[src/rtl/i2c_mem_controller.sv]
// I2C master for the pointer-style memory protocol: START, dev+W, mem addr, then N write bytes, or repeated START, dev+R and N read bytes, then STOP.
// Latency: 4*QTR clk per bit slot; START/RSTART/STOP take 4 quarters each; done pulses 1 clk after STOP ends.
// Backpressure: a new start is accepted only when busy=0; write bytes are pulled one per wr_req; no SCL stretching.
//
// Ports:
//   clk, rst_n        system clock, async active-low reset
//   start/rw/dev_addr/mem_addr/len   command, latched when start is accepted
//   wr_data/wr_req    write byte pull (wr_data captured in the wr_req cycle)
//   rd_data/rd_valid  received byte and its one-cycle strobe
//   busy/done/nack_err  transaction status
//   scl_oe/sda_oe/sda_i open-drain pad controls (1 = pull low) and SDA input
module i2c_mem_controller #(
  parameter int QTR = 4
) (
  input  logic       clk,
  input  logic       rst_n,
  input  logic       start,
  input  logic       rw,
  input  logic [6:0] dev_addr,
  input  logic [7:0] mem_addr,
  input  logic [7:0] len,
  input  logic [7:0] wr_data,
  output logic       wr_req,
  output logic [7:0] rd_data,
  output logic       rd_valid,
  output logic       busy,
  output logic       done,
  output logic       nack_err,
  output logic       scl_oe,
  output logic       sda_oe,
  input  logic       sda_i
);

  localparam int QW = (QTR > 1) ? $clog2(QTR) : 1;
  localparam logic [QW-1:0] QMAX = QW'(QTR - 1);

  localparam logic [3:0] IDLE   = 4'd0;
  localparam logic [3:0] START  = 4'd1;
  localparam logic [3:0] DEV_W  = 4'd2;
  localparam logic [3:0] ACK1   = 4'd3;
  localparam logic [3:0] MADDR  = 4'd4;
  localparam logic [3:0] ACK2   = 4'd5;
  localparam logic [3:0] WDATA  = 4'd6;
  localparam logic [3:0] ACK3   = 4'd7;
  localparam logic [3:0] RSTART = 4'd8;
  localparam logic [3:0] DEV_R  = 4'd9;
  localparam logic [3:0] ACK4   = 4'd10;
  localparam logic [3:0] RDATA  = 4'd11;
  localparam logic [3:0] MACK   = 4'd12;
  localparam logic [3:0] STOP   = 4'd13;

  logic [3:0]    state;
  logic [QW-1:0] qcnt;
  logic [1:0]    ph;        // quarter within the current bit / condition
  logic [2:0]    bitcnt;    // 7..0 inside a byte
  logic [7:0]    shreg;     // transmit MSB-first / receive shift register
  logic [7:0]    cnt;       // data bytes still to move
  logic          rw_q;
  logic [6:0]    dev_q;
  logic [7:0]    mem_q;
  logic          ack_smp;   // last SDA sample, consumed at the end of ACK slots

  logic       tick, smp, bit_end;
  logic       scl_low, sda_low;
  logic [3:0] byte_next;

  assign busy    = (state != IDLE);
  assign tick    = busy && (qcnt == QMAX);
  assign smp     = tick && (ph == 2'd2);
  assign bit_end = tick && (ph == 2'd3);
  // First clk of each write byte: the new byte is loaded into shreg on this edge.
  assign wr_req  = (state == WDATA) && (bitcnt == 3'd7) && (ph == 2'd0) && (qcnt == '0);

  // Bus waveform decode; registered below so pad drivers never see decode glitches.
  always_comb begin
    scl_low = 1'b0;
    sda_low = 1'b0;
    case (state)
      START:  begin scl_low = ph[1];                         sda_low = (ph != 2'd0); end
      RSTART: begin scl_low = (ph == 2'd0) || (ph == 2'd3);  sda_low = ph[1];        end
      STOP:   begin scl_low = (ph == 2'd0);                  sda_low = !ph[1];       end
      DEV_W, MADDR, WDATA, DEV_R: begin
        scl_low = !ph[1];
        sda_low = !shreg[7];
      end
      ACK1, ACK2, ACK3, ACK4, RDATA: scl_low = !ph[1];
      MACK: begin
        scl_low = !ph[1];
        sda_low = (cnt != 8'd0);   // ACK while bytes remain, NACK the last one
      end
      default: ;
    endcase
  end

  always_comb begin
    byte_next = STOP;
    case (state)
      DEV_W:   byte_next = ACK1;
      MADDR:   byte_next = ACK2;
      WDATA:   byte_next = ACK3;
      DEV_R:   byte_next = ACK4;
      RDATA:   byte_next = MACK;
      default: byte_next = STOP;
    endcase
  end

  always_ff @(posedge clk or negedge rst_n) begin
    if (!rst_n) begin
      state    <= IDLE;
      qcnt     <= '0;
      ph       <= '0;
      bitcnt   <= '0;
      shreg    <= '0;
      cnt      <= '0;
      rw_q     <= 1'b0;
      dev_q    <= '0;
      mem_q    <= '0;
      ack_smp  <= 1'b0;
      rd_data  <= '0;
      rd_valid <= 1'b0;
      done     <= 1'b0;
      nack_err <= 1'b0;
      scl_oe   <= 1'b0;
      sda_oe   <= 1'b0;
    end else begin
      rd_valid <= 1'b0;
      done     <= 1'b0;
      scl_oe   <= scl_low;
      sda_oe   <= sda_low;
      if (state == IDLE) begin
        qcnt   <= '0;
        ph     <= '0;
        bitcnt <= '0;
        if (start) begin
          state    <= START;
          rw_q     <= rw;
          dev_q    <= dev_addr;
          mem_q    <= mem_addr;
          cnt      <= len;
          bitcnt   <= 3'd7;
          nack_err <= 1'b0;
        end
      end else begin
        qcnt <= tick ? '0 : qcnt + 1'b1;
        if (tick) ph <= ph + 2'd1;
        if (wr_req) shreg <= wr_data;
        if (smp) begin
          ack_smp <= sda_i;
          if (state == RDATA) begin
            shreg <= {shreg[6:0], sda_i};
            if (bitcnt == 3'd0) begin
              rd_data  <= {shreg[6:0], sda_i};
              rd_valid <= 1'b1;
              cnt      <= cnt - 8'd1;
            end
          end
        end
        if (bit_end) begin
          bitcnt <= 3'd7;
          case (state)
            START: begin
              state <= DEV_W;
              shreg <= {dev_q, 1'b0};
            end
            DEV_W, MADDR, WDATA, DEV_R, RDATA: begin
              if (state != RDATA) shreg <= {shreg[6:0], 1'b0};
              if (bitcnt != 3'd0) bitcnt <= bitcnt - 3'd1;
              else                state  <= byte_next;
            end
            ACK1: begin
              if (ack_smp) begin
                nack_err <= 1'b1;
                state    <= STOP;
              end else begin
                state <= MADDR;
                shreg <= mem_q;
              end
            end
            ACK2: begin
              if (ack_smp) begin
                nack_err <= 1'b1;
                state    <= STOP;
              end else if (cnt == 8'd0) state <= STOP;   // pointer set only
              else if (rw_q)            state <= RSTART;
              else                      state <= WDATA;
            end
            ACK3: begin
              if (ack_smp) begin
                nack_err <= 1'b1;
                state    <= STOP;
              end else begin
                cnt   <= cnt - 8'd1;
                state <= (cnt == 8'd1) ? STOP : WDATA;
              end
            end
            ACK4: begin
              if (ack_smp) begin
                nack_err <= 1'b1;
                state    <= STOP;
              end else state <= RDATA;
            end
            MACK:   state <= (cnt != 8'd0) ? RDATA : STOP;
            RSTART: begin
              state <= DEV_R;
              shreg <= {dev_q, 1'b1};
            end
            STOP: begin
              state <= IDLE;
              done  <= 1'b1;
            end
            default: state <= IDLE;
          endcase
        end
      end
    end
  end

endmodule

[config.mk]
export PLATFORM = sky130hd
export DESIGN_NAME = i2c_mem_controller
export DESIGN_NICKNAME = d
export VERILOG_FILES = /design/src/rtl/i2c_mem_controller.sv
export SDC_FILE = /design/constraint.sdc
export NUM_CORES = 1
export LEC_CHECK = 0
export ABC_AREA = 1
export ABC_CLOCK_PERIOD_IN_PS = 1780
export CAP_MARGIN = 10
export CORE_ASPECT_RATIO = 1.25
export CORE_MARGIN = 5
export CORE_UTILIZATION = 40
export DETAILED_ROUTE_END_ITERATION = 16
export PLACE_DENSITY = 0.69
export SLEW_MARGIN = 20
export SYNTH_ARGS = -nofsm -noshare
export SYNTH_HDL_FRONTEND = slang
export SYNTH_SLANG_ARGS = --single-unit
[constraint.sdc]
create_clock -name clk -period 1.78 [get_ports clk]
set_input_delay 0.178 -clock clk [delete_from_list [all_inputs] [get_ports clk]]
set_output_delay 0.178 -clock clk [all_outputs]
set_load 0.03 [all_outputs]
==> results of run 1 <==
[flip-flops by register name, summed over array words and instances (netlist names)]
register  cells
qcnt          2
done          1
state         4
dev_q         7
nack_err      1
bitcnt        3
rd_data       8
cnt           8
ph            2
ack_smp       1
scl_oe        1
sda_oe        1
rd_valid      1
shreg         8
rw_q          1
mem_q         8
[through the flow]
| stage | hold slack (ps) | utilization | power, mW | std cells |
|---|---|---|---|---|
| after CTS | 333.5 | 0.5358 | 7.057 | 679 |
| after global placement | 168.2 | 0.5022 | 5.466 | 660 |
| after floorplan | -117.6 | - | 4.357 | 472 |
| after global routing | 358.6 | 0.5717 | 8.192 | 695 |
| final | 332.8 | 0.5717 | 7.590 | 695 |
| after detailed placement | 168.9 | 0.5022 | 5.539 | 660 |
[kinds of logic (layout without fill, tap and decap cells)]
| logic type | count (synthesis) | after routing | share of synthesized area |
|---|---|---|---|
| buffers and inverters | 81 | 183 | 0.09219 |
| AOI/OAI and AO/OA | 87 | 87 | 0.1527 |
| DFF | 57 | 57 | 0.4105 |
| and+or+nand+nor | 235 | 236 | 0.3025 |
| adders and majority gates | 11 | 11 | 0.03961 |
| xor gates and xnor gates | 1 | 1 | 0.002521 |
[placed cells by master (no fill, tap or decap), types with 13 or more instances in the layout]
cell | synthesis | final
nand2_1 | 138 | 128
inv_1 | 65 | 60
dfrtp_1 | 57 | 54
clkdlybuf4s50_1 | 0 | 47
o21ai_0 | 38 | 36
buf_4 | 1 | 35
nor2_1 | 42 | 32
nand3_1 | 27 | 25
a21oi_1 | 20 | 20
nand2_2 | 3 | 13
[routing by layer]
metal  global-route usage  part of all wire  up-vias
met5                    0                 0        -
met3              0.02893             0.049       28
met2               0.3139              0.50      121
li1                     -                 -     1738
met4              0.07331             0.027        0
met1               0.2326              0.42     1627
[worst paths after layout]
kind                                      start  cells after the start  slack [ps]                   end
setup / recovery           state[3]$_DFFE_PN0P_                      9          10  state[3]$_DFFE_PN0P_
hold / removal                            rst_n                      2         330    cnt[7]$_DFFE_PN0P_
setup reg to reg           state[3]$_DFFE_PN0P_                      9          10  state[3]$_DFFE_PN0P_
hold reg to reg            dev_q[6]$_DFFE_PN0P_                      2         480  dev_q[6]$_DFFE_PN0P_
max in group asynchronous                 rst_n                      3         770  shreg[0]$_DFFE_PN0N_
min in group clk                    dev_addr[3]                      3         360  dev_q[3]$_DFFE_PN0P_
[power breakdown]
group          switching [mW]  internal, mW  leakage, nW  total (mW)
sequential              0.406          1.81        0.684        2.22
clock                   0.593         0.799        0.106        1.39
combinational            2.35          1.63         1.56        3.98
[area by class of cell]
| cell class | count | area share |
|---|---|---|
| multi-input combinational | 335 | 0.3850 |
| clock inverter | 7 | 0.02060 |
| sequential | 57 | 0.2907 |
| timing repair inverter | 1 | 0.001526 |
| timing repair buffer | 96 | 0.1923 |
| inverter | 70 | 0.05417 |
| tap | 120 | 0.03052 |
| clock buffer | 9 | 0.02518 |
[repair_timing]
action | 4_1_cts | 5_1_grt
resized for setup | 10 | 44
buffers inserted | 3 | 12
gates cloned | 0 | 4
pin swaps | 3 | 14
endpoints found under the setup margin | 14 | 31
endpoints found under the hold margin | 20 | 0
hold buffers | 1 | 0
==> metrics.yaml, run 1 <==
antenna_found_initial: 0
yosysMostFrequentCell: "nand2_1"
leakage_nw: 2.346
ys_top_cells_by_area: "dfrtp_1 41%, nand2_1 15%, inv_1 7.0%"
netlist-cell-type-count: 33
avgSynthCellArea_um2: 7.361
multi_input_area_um2: 1894
crit_chain: "inv_2, nor2_4, buf_4, nand2_1, inv_1, a21oi_1, nand3_1, o21ai_0, o21ai_0"
clockBufferDepth: 2
hold_viol_final: 0
seq_area_um2: 1430
drt-initial-drc-count: 203
yosysWarningCount: 0
ios: 51
worst-path-buf-inv: 3
place.gp.congestion: 0.9379
async_flop_share: 1.000
stdcell_area_um2: 4920
fmax_mhz: 565.1
grt_pass1_vias: 3427
drcViolationCount: 0
worstMarginPinSlew_ps: 507.8
clk_pin_slew_ps: 80
hold_class: "primary input to async pin"
crit_path_end_kind: "flop"
fin_crit_sh: 0.9942
synth_top_area_cell: "dfrtp_1"
synth_nets: 519
status: "finished, final reports clean"
syn_inst: 472
wirelength_mm: 10.03
vias: 3514
critPathTopFamily: "compound AO/OA/AOI/OAI gates"
port_buffers: 50
clockRootBuffer: "clkbuf_8"
numCtsBuffers: 9
htreeDepth: 3
drive_above_1_share: 0.2191
fin_nets: 617
post_dp_cell_area_um2: 4322
avgRoutedWirePerCell_um: 14.43
setup_violations: 0
finalClockSkew_ps: 11.49
syn-cell-area_um2: 3475
clkSinkCount: 57
maxSlewViolCount: 0
path_common_cell: "o21ai_0"
clk_latency_ps: 340
synth_flop_cell: "dfrtp_1"
synth_top_area_share: 0.4105
tritoncts: "built"
crit_fanout: 6
grt_max_degree: 29
cp-start-kind: "flop"
ys_seq_elements: 57
post-route-worst-setup-slack_ps: 10.27
grtUsageTotal: 0.1843
yosys-top-cells-count: "138 x nand2_1, 65 x inv_1, 57 x dfrtp_1, 42 x nor2_1, 38 x o21ai_0"
die_x_um: 93.36
syn_to_final_growth_pct: 41.59
seq_area_frac_synth: 0.4105
ir_drop_mv: 0.8048
worst-setup-path-type: "flop to flop"
slowest_stage: "dfrtp_2"
dpl_worst_slack_ps: -49.80
nFillCells: 758
viasPerCell: 5.056
synth_edf_count: 0
max_stage_delay_ps: 450
firstDrtPassIters: 5
max-cap-violations: 0
overflow: 0
start_util: 0.4038
arrival_ps: 1980
die_h_um: 114.2
setup_tns_ps: 0
fin_crit_ps: 1770
power_per_cell_area_nw_per_um2: 1543
n_antenna_cell: 0
worstPathRequired_ps: 1990
dp_hpwl_mm: 7.057
maxSlewHeadroom: 0.6615
rsz0062_at_grt: "yes"
rows: 38
ant_nets: 0
grt_pass1_wl_mm: 15.72
die-area_um2: 10660
core_area_um2: 8606
(Power assumes the default switching activity.)
==> inputs of run 2 (changes only) <==
--- a/config.mk
+++ b/config.mk
@@ -9,8 +9,8 @@
 export ABC_CLOCK_PERIOD_IN_PS = 1780
 export CAP_MARGIN = 10
 export CORE_ASPECT_RATIO = 1.25
-export CORE_MARGIN = 5
 export CORE_UTILIZATION = 40
+export CTS_CLUSTER_DIAMETER = 40
 export DETAILED_ROUTE_END_ITERATION = 16
 export PLACE_DENSITY = 0.69
 export SLEW_MARGIN = 20
==> run 2 against run 1 <==
Critical path depth decreased by 4. Largest power group unchanged. Largest cell class unchanged. First-iteration DRC count increased by 14%. Via count decreased by 0.57%. Worst setup slack got worse by 37 ps. Sequential power about the same. The run now ends with negative setup slack left. Total power decreased by 1.3%. Cell area decreased by 2.1%. Combinational power decreased by 4%. Flip-flop and latch count unchanged. Utilization increased by 0.62 points.
==> metrics.yaml, run 2 (synthesized netlist as in run 1, its figures left out) <==
status: "complete, but fails checks"
violations: "negative setup slack"
drcViolationCount: 0
start_util: 0.4170
stdcell_area_um2: 4816
hold_viol_final: 0
cp-start-kind: "flop"
power_frac_comb: 0.513
port_buffers: 50
holdWs_ps: 346.5
layout_commonest_cell: "nand2_1"
viasPerCell: 5.192
final_cell_mix: "132 x nand2_1, 57 x inv_1, 53 x dfrtp_1"
fin_crit_sh: 1.015
vias: 3494
drive_above_1_share: 0.2118
crit_path_end_kind: "output port"
leakage_nw: 2.343
fin_nets: 618
maxSlewViolCount: 0
worst-setup-path-type: "flop to output port"
ir_drop_mv: 0.7340
hold_class: "primary input to async pin"
grt_pass1_wl_mm: 15.50
seq_area_um2: 1431
post_dp_cell_area_um2: 4325
clk_latency_ps: 350
wirelength_mm: 9.630
place.gp.congestion: 0.8951
fmax_mhz: 553.6
grtUsageTotal: 0.2210
multi_input_area_um2: 1879
drt-initial-drc-count: 231
totalPowerFinal_mw: 7.493
nFillCells: 743
power_frac_clock: 0.188
rsz0062_at_grt: "yes"
clockRootBuffer: "clkbuf_8"
swShare: 0.4401
instances_no_fill: 673
placedCellCount: 643
firstDrtPassIters: 4
power_per_cell_area_nw_per_um2: 1556
crit_fanout: 4
worstPathRequired_ps: 1600
n_antenna_cell: 0
die_h_um: 106.2
setup_tns_ps: -26.39
die_x_um: 85.36
core_area_um2: 8333
sequentialPowerShare: 0.299
switchingPower_mw: 3.298
tritoncts: "built"
syn_to_final_growth_pct: 38.60
ant_nets: 0
worstMarginPinSlew_ps: 378.7
antenna_found_initial: 0
clk_pin_slew_ps: 70
fin_crit_ps: 1806
dp_hpwl_mm: 6.928
clkSinkCount: 57
numCtsBuffers: 9
rows: 37
maxSlewHeadroom: 0.7448
htreeDepth: 3
grt_max_degree: 58
finalClockSkew_ps: 6.222
clockBufferDepth: 2
post-route-worst-setup-slack_ps: -26.39
avgRoutedWirePerCell_um: 14.31
ios: 51
internal-power_mw: 4.195
grt_pass1_vias: 3277
die-area_um2: 9065
arrival_ps: 1630
overflow: 0
max-cap-violations: 0
setup_violations: 1
run 2: cell count changes in the layout (fill, tap and decap cells not counted), moves of 2 or more:
cell	change
o311ai_0	-2
clkinvlp_4	-3
clkbuf_16	-2
o311ai_1	+2
nand2_2	-6
nand2_1	+4
nor2_1	+2
buf_6	-3
buf_4	+8
buf_12	-2
inv_1	-3
nand2_4	+2
inv_2	+2
run 2: stage by stage:
step	worst slack [ps]	utilization
floorplan	144.8	-
global placement	-10.21	0.5191
detailed placement	-59.17	0.5191
CTS	-151.0	0.5497
global route	-79.18	0.5779
finish	-26.39	0.5779
run 2: layout make-up:
class	instances	share of cell area
clock inverters	6	0.01871
well taps	97	0.02520
flip-flops and latches	57	0.2972
repair buffers	98	0.1850
clock buffers	10	0.02858
inverters	70	0.05508
multi-input cells	335	0.3902
run 2: path summary, 6_finish.rpt:
| check | endpoint | slack (ps) | from | depth (start not counted) |
|---|---|---|---|---|
| setup / recovery | wr_req | -30 | state[0]$_DFFE_PN0P_ | 5 |
| hold / removal | cnt[7]$_DFFE_PN0P_ | 350 | rst_n | 3 |
| setup reg to reg | cnt[7]$_DFFE_PN0P_ | 60 | state[0]$_DFFE_PN0P_ | 13 |
| hold reg to reg | qcnt[0]$_DFF_PN0_ | 460 | qcnt[0]$_DFF_PN0_ | 1 |
| max in group asynchronous | state[0]$_DFFE_PN0P_ | 1150 | rst_n | 3 |
| min in group clk | mem_q[7]$_DFFE_PN0P_ | 360 | mem_addr[7] | 3 |
run 2: worst max-delay path, cell delays in order (launching register included):
cell	delay, ps
dfrtp_2	460
buf_6	140
nor2_4	110
nand2_4	80
nor4_4	330
buf_12	160
run 2: layer usage:
layer / GRT usage / wire (um)
met5: 0 / 0
met4: 0.1131 / 378
met3: 0.03028 / 401
met2: 0.3560 / 4622
met1: 0.2895 / 4227
run 2: repair_timing:
action | CTS | global route
setup buffers | 0 | 12
gates cloned | 0 | 1
gates resized for setup | 5 | 46
endpoints found under the setup margin | 12 | 26
hold buffers | 1 | 0
endpoints found under the hold margin | 57 | 0
pin swaps | 0 | 13
run 2: power by group through the flow:
stage / Combinational [mW] / Sequential, mW / Clock [mW]
2_1_floorplan: 2.18 / 2.17 / 0
3_3_place_gp: 3.36 / 2.19 / 0
3_5_place_dp: 3.40 / 2.22 / 0
4_1_cts: 3.44 / 2.19 / 1.44
5_1_grt: 4.29 / 2.30 / 1.50
6_report: 3.84 / 2.24 / 1.41
==> inputs of run 3 (changes only) <==
--- a/config.mk
+++ b/config.mk
@@ -8,11 +8,12 @@
 export ABC_AREA = 1
 export ABC_CLOCK_PERIOD_IN_PS = 1780
 export CAP_MARGIN = 10
-export CORE_ASPECT_RATIO = 1.25
+export CORE_ASPECT_RATIO = 1.75
 export CORE_UTILIZATION = 40
 export CTS_CLUSTER_DIAMETER = 40
 export DETAILED_ROUTE_END_ITERATION = 16
 export PLACE_DENSITY = 0.69
+export SKIP_LAST_GASP = 1
 export SLEW_MARGIN = 20
 export SYNTH_ARGS = -nofsm -noshare
 export SYNTH_HDL_FRONTEND = slang
==> run 3 against run 2 <==
The run still ends with negative setup slack left. Total power grew 6.2%. Routed wire length rose by 2.5%. Non-clock buffer count fell by 4. Hold slack worse by 14 ps. Clock power increased by 31%. Final cell count increased by 1.9%. Maximum frequency decreased by 0.51%. Via count up 1.6%. Clock skew fell by 1.6 ps. Register-to-register slack worse by 30 ps. Global-route usage grew 0.32 points. Sequential share of layout area shrank 0.72 points. Critical endpoint is now busy.
==> metrics.yaml, run 3 (synthesized netlist as in run 1, its figures left out) <==
maxSlewViolCount: 0
post-route-worst-setup-slack_ps: -35.56
rows: 44
clockRootBuffer: "clkbuf_16"
core_area_um2: 8368
wirelength_mm: 9.871
r2r-start: "state[0]$_DFFE_PN0P_"
arrival_ps: 1640
rr_worst_depth: 10
antenna_found_initial: 0
grt_max_degree: 42
swShare: 0.4220
totalPowerFinal_mw: 7.957
status: "complete, but fails checks"
sequentialPowerShare: 0.279
port_buffers: 50
clk_pin_slew_ps: 50
maxSlewHeadroom: 0.6933
overflow: 0
internal-power_mw: 4.599
ios: 51
grt_pass1_wl_mm: 15.79
tritoncts: "built"
fin_crit_sh: 1.020
firstDrtPassIters: 5
drt-initial-drc-count: 314
syn_to_final_growth_pct: 41.66
place.gp.congestion: 0.9505
die_h_um: 125.3
hold_class: "primary input to async pin"
instances_no_fill: 686
n_antenna_cell: 0
max-cap-violations: 0
fmax_mhz: 550.8
post-route-util: 0.5882
switchingPower_mw: 3.357
nFillCells: 790
ir_drop_mv: 0.8773
htreeDepth: 3
fin_nets: 614
drcViolationCount: 0
clkSinkCount: 57
finalClockSkew_ps: 4.667
die-area_um2: 9078
worstPathRequired_ps: 1600
rsz0062_at_grt: "yes"
clockBufferDepth: 2
holdWs_ps: 332.3
die_x_um: 72.46
power_per_cell_area_nw_per_um2: 1616
power_frac_clock: 0.232
layout_commonest_cell: "nand2_1"
dp_hpwl_mm: 7.054
placedCellCount: 656
drive_above_1_share: 0.2067
crit_fanout: 9
violations: "negative setup slack"
leakage_nw: 2.397
grt_pass1_vias: 3456
worst-setup-path-type: "flop to output port"
final_cell_mix: "127 x nand2_1, 59 x inv_1, 56 x dfrtp_1"
avgRoutedWirePerCell_um: 14.39
hold_viol_final: 0
endpoint: "busy"
numCtsBuffers: 9
setup_tns_ps: -41.47
crit_path_end_kind: "output port"
r2r-end: "shreg[7]$_DFFE_PN0N_"
start_util: 0.4152
reg2reg_slack_ps: 30
setup_violations: 2
clk_latency_ps: 330
ant_nets: 0
grtUsageTotal: 0.2242
worstMarginPinSlew_ps: 460.1
vias: 3549
viasPerCell: 5.173
critPathLaunch: "state[1]$_DFFE_PN0P_"
power_frac_comb: 0.488
fin_crit_ps: 1816
cp-start-kind: "flop"
-- run 3: changes by cell type in the layout (fill, tap and decap cells not counted), moves of 2 or more --
cell,previous run,this run
buf_4,43,39
clkbuf_1,0,2
clkbuf_16,0,9
clkbuf_8,10,1
dfrtp_1,53,56
dfrtp_2,4,1
inv_1,57,59
nand2_1,132,127
nand2_2,7,10
nor2_2,7,10
nor2_4,10,7
o311ai_0,4,1
o311ai_1,2,5
-- run 3: worst max-delay path, stage by stage, from the launching register on --
cell           delay, ps
dfrtp_1              410
buf_4                160
nor2_4               170
nand2_4              140
dlygate4sd2_1        430
-- run 3: cell type report --
type	count	area (um^2)	area share
timing repair buffer	94	869.6	0.1767
inverter	70	266.5	0.05414
tap	115	143.9	0.02923
clock inverter	3	65.06	0.01322
sequential	57	1428	0.2900
clock buffer	12	246.5	0.05008
multi-input combinational	335	1903	0.3866
-- run 3: power groups by stage --
stage | Combinational (mW) | Sequential (mW) | Clock, mW
finish | 3.89 | 2.22 | 1.85
CTS | 3.50 | 2.20 | 1.85
detailed placement | 3.34 | 2.23 | 0
global route | 4.30 | 2.28 | 1.92
global placement | 3.30 | 2.21 | 0
floorplan | 2.18 | 2.17 | 0
-- run 3: per-layer routing --
metal | GRT usage | vias to the layer above | part of all wire
met2 | 0.3837 | 119 | 0.52
li1 | - | 1731 | -
met5 | 0 | - | 0
met1 | 0.2478 | 1654 | 0.39
met4 | 0.1407 | 0 | 0.056
met3 | 0.04271 | 45 | 0.038
-- run 3: worst min path at each step --
| stage | endpoint | from | cells after the start |
|---|---|---|---|
| 6_report | cnt[3]$_DFFE_PN0P_ | rst_n | 2 |
| 4_1_cts | sda_oe$_DFF_PN0_ | rst_n | 2 |
| 5_1_grt | done$_DFF_PN0_ | rst_n | 2 |
| 3_5_place_dp | cnt[5]$_DFFE_PN0P_ | rst_n | 1 |
| 2_1_floorplan | ack_smp$_DFFE_PN0P_ | rst_n | 0 |
| 3_3_place_gp | cnt[5]$_DFFE_PN0P_ | rst_n | 1 |
-- run 3: repair_timing --
| action | 4_1_cts | 5_1_grt |
|---|---|---|
| hold buffers | 1 | 0 |
| endpoints found under the setup margin | 10 | 26 |
| pin swaps | 3 | 8 |
| hold endpoints to repair | 16 | 0 |
| resized for setup | 9 | 47 |
| gates cloned | 0 | 1 |
| buffers inserted | 5 | 8 |
-- run 3: stage by stage --
| step | setup slack, ps | cell area, um^2 |
|---|---|---|
| after floorplan | 144.8 | 3481 |
| after global placement | 18.10 | 4323 |
| after detailed placement | -29.13 | 4323 |
| after CTS | -17.34 | 4716 |
| after global routing | -90.46 | 4922 |
| final | -35.56 | 4922 |
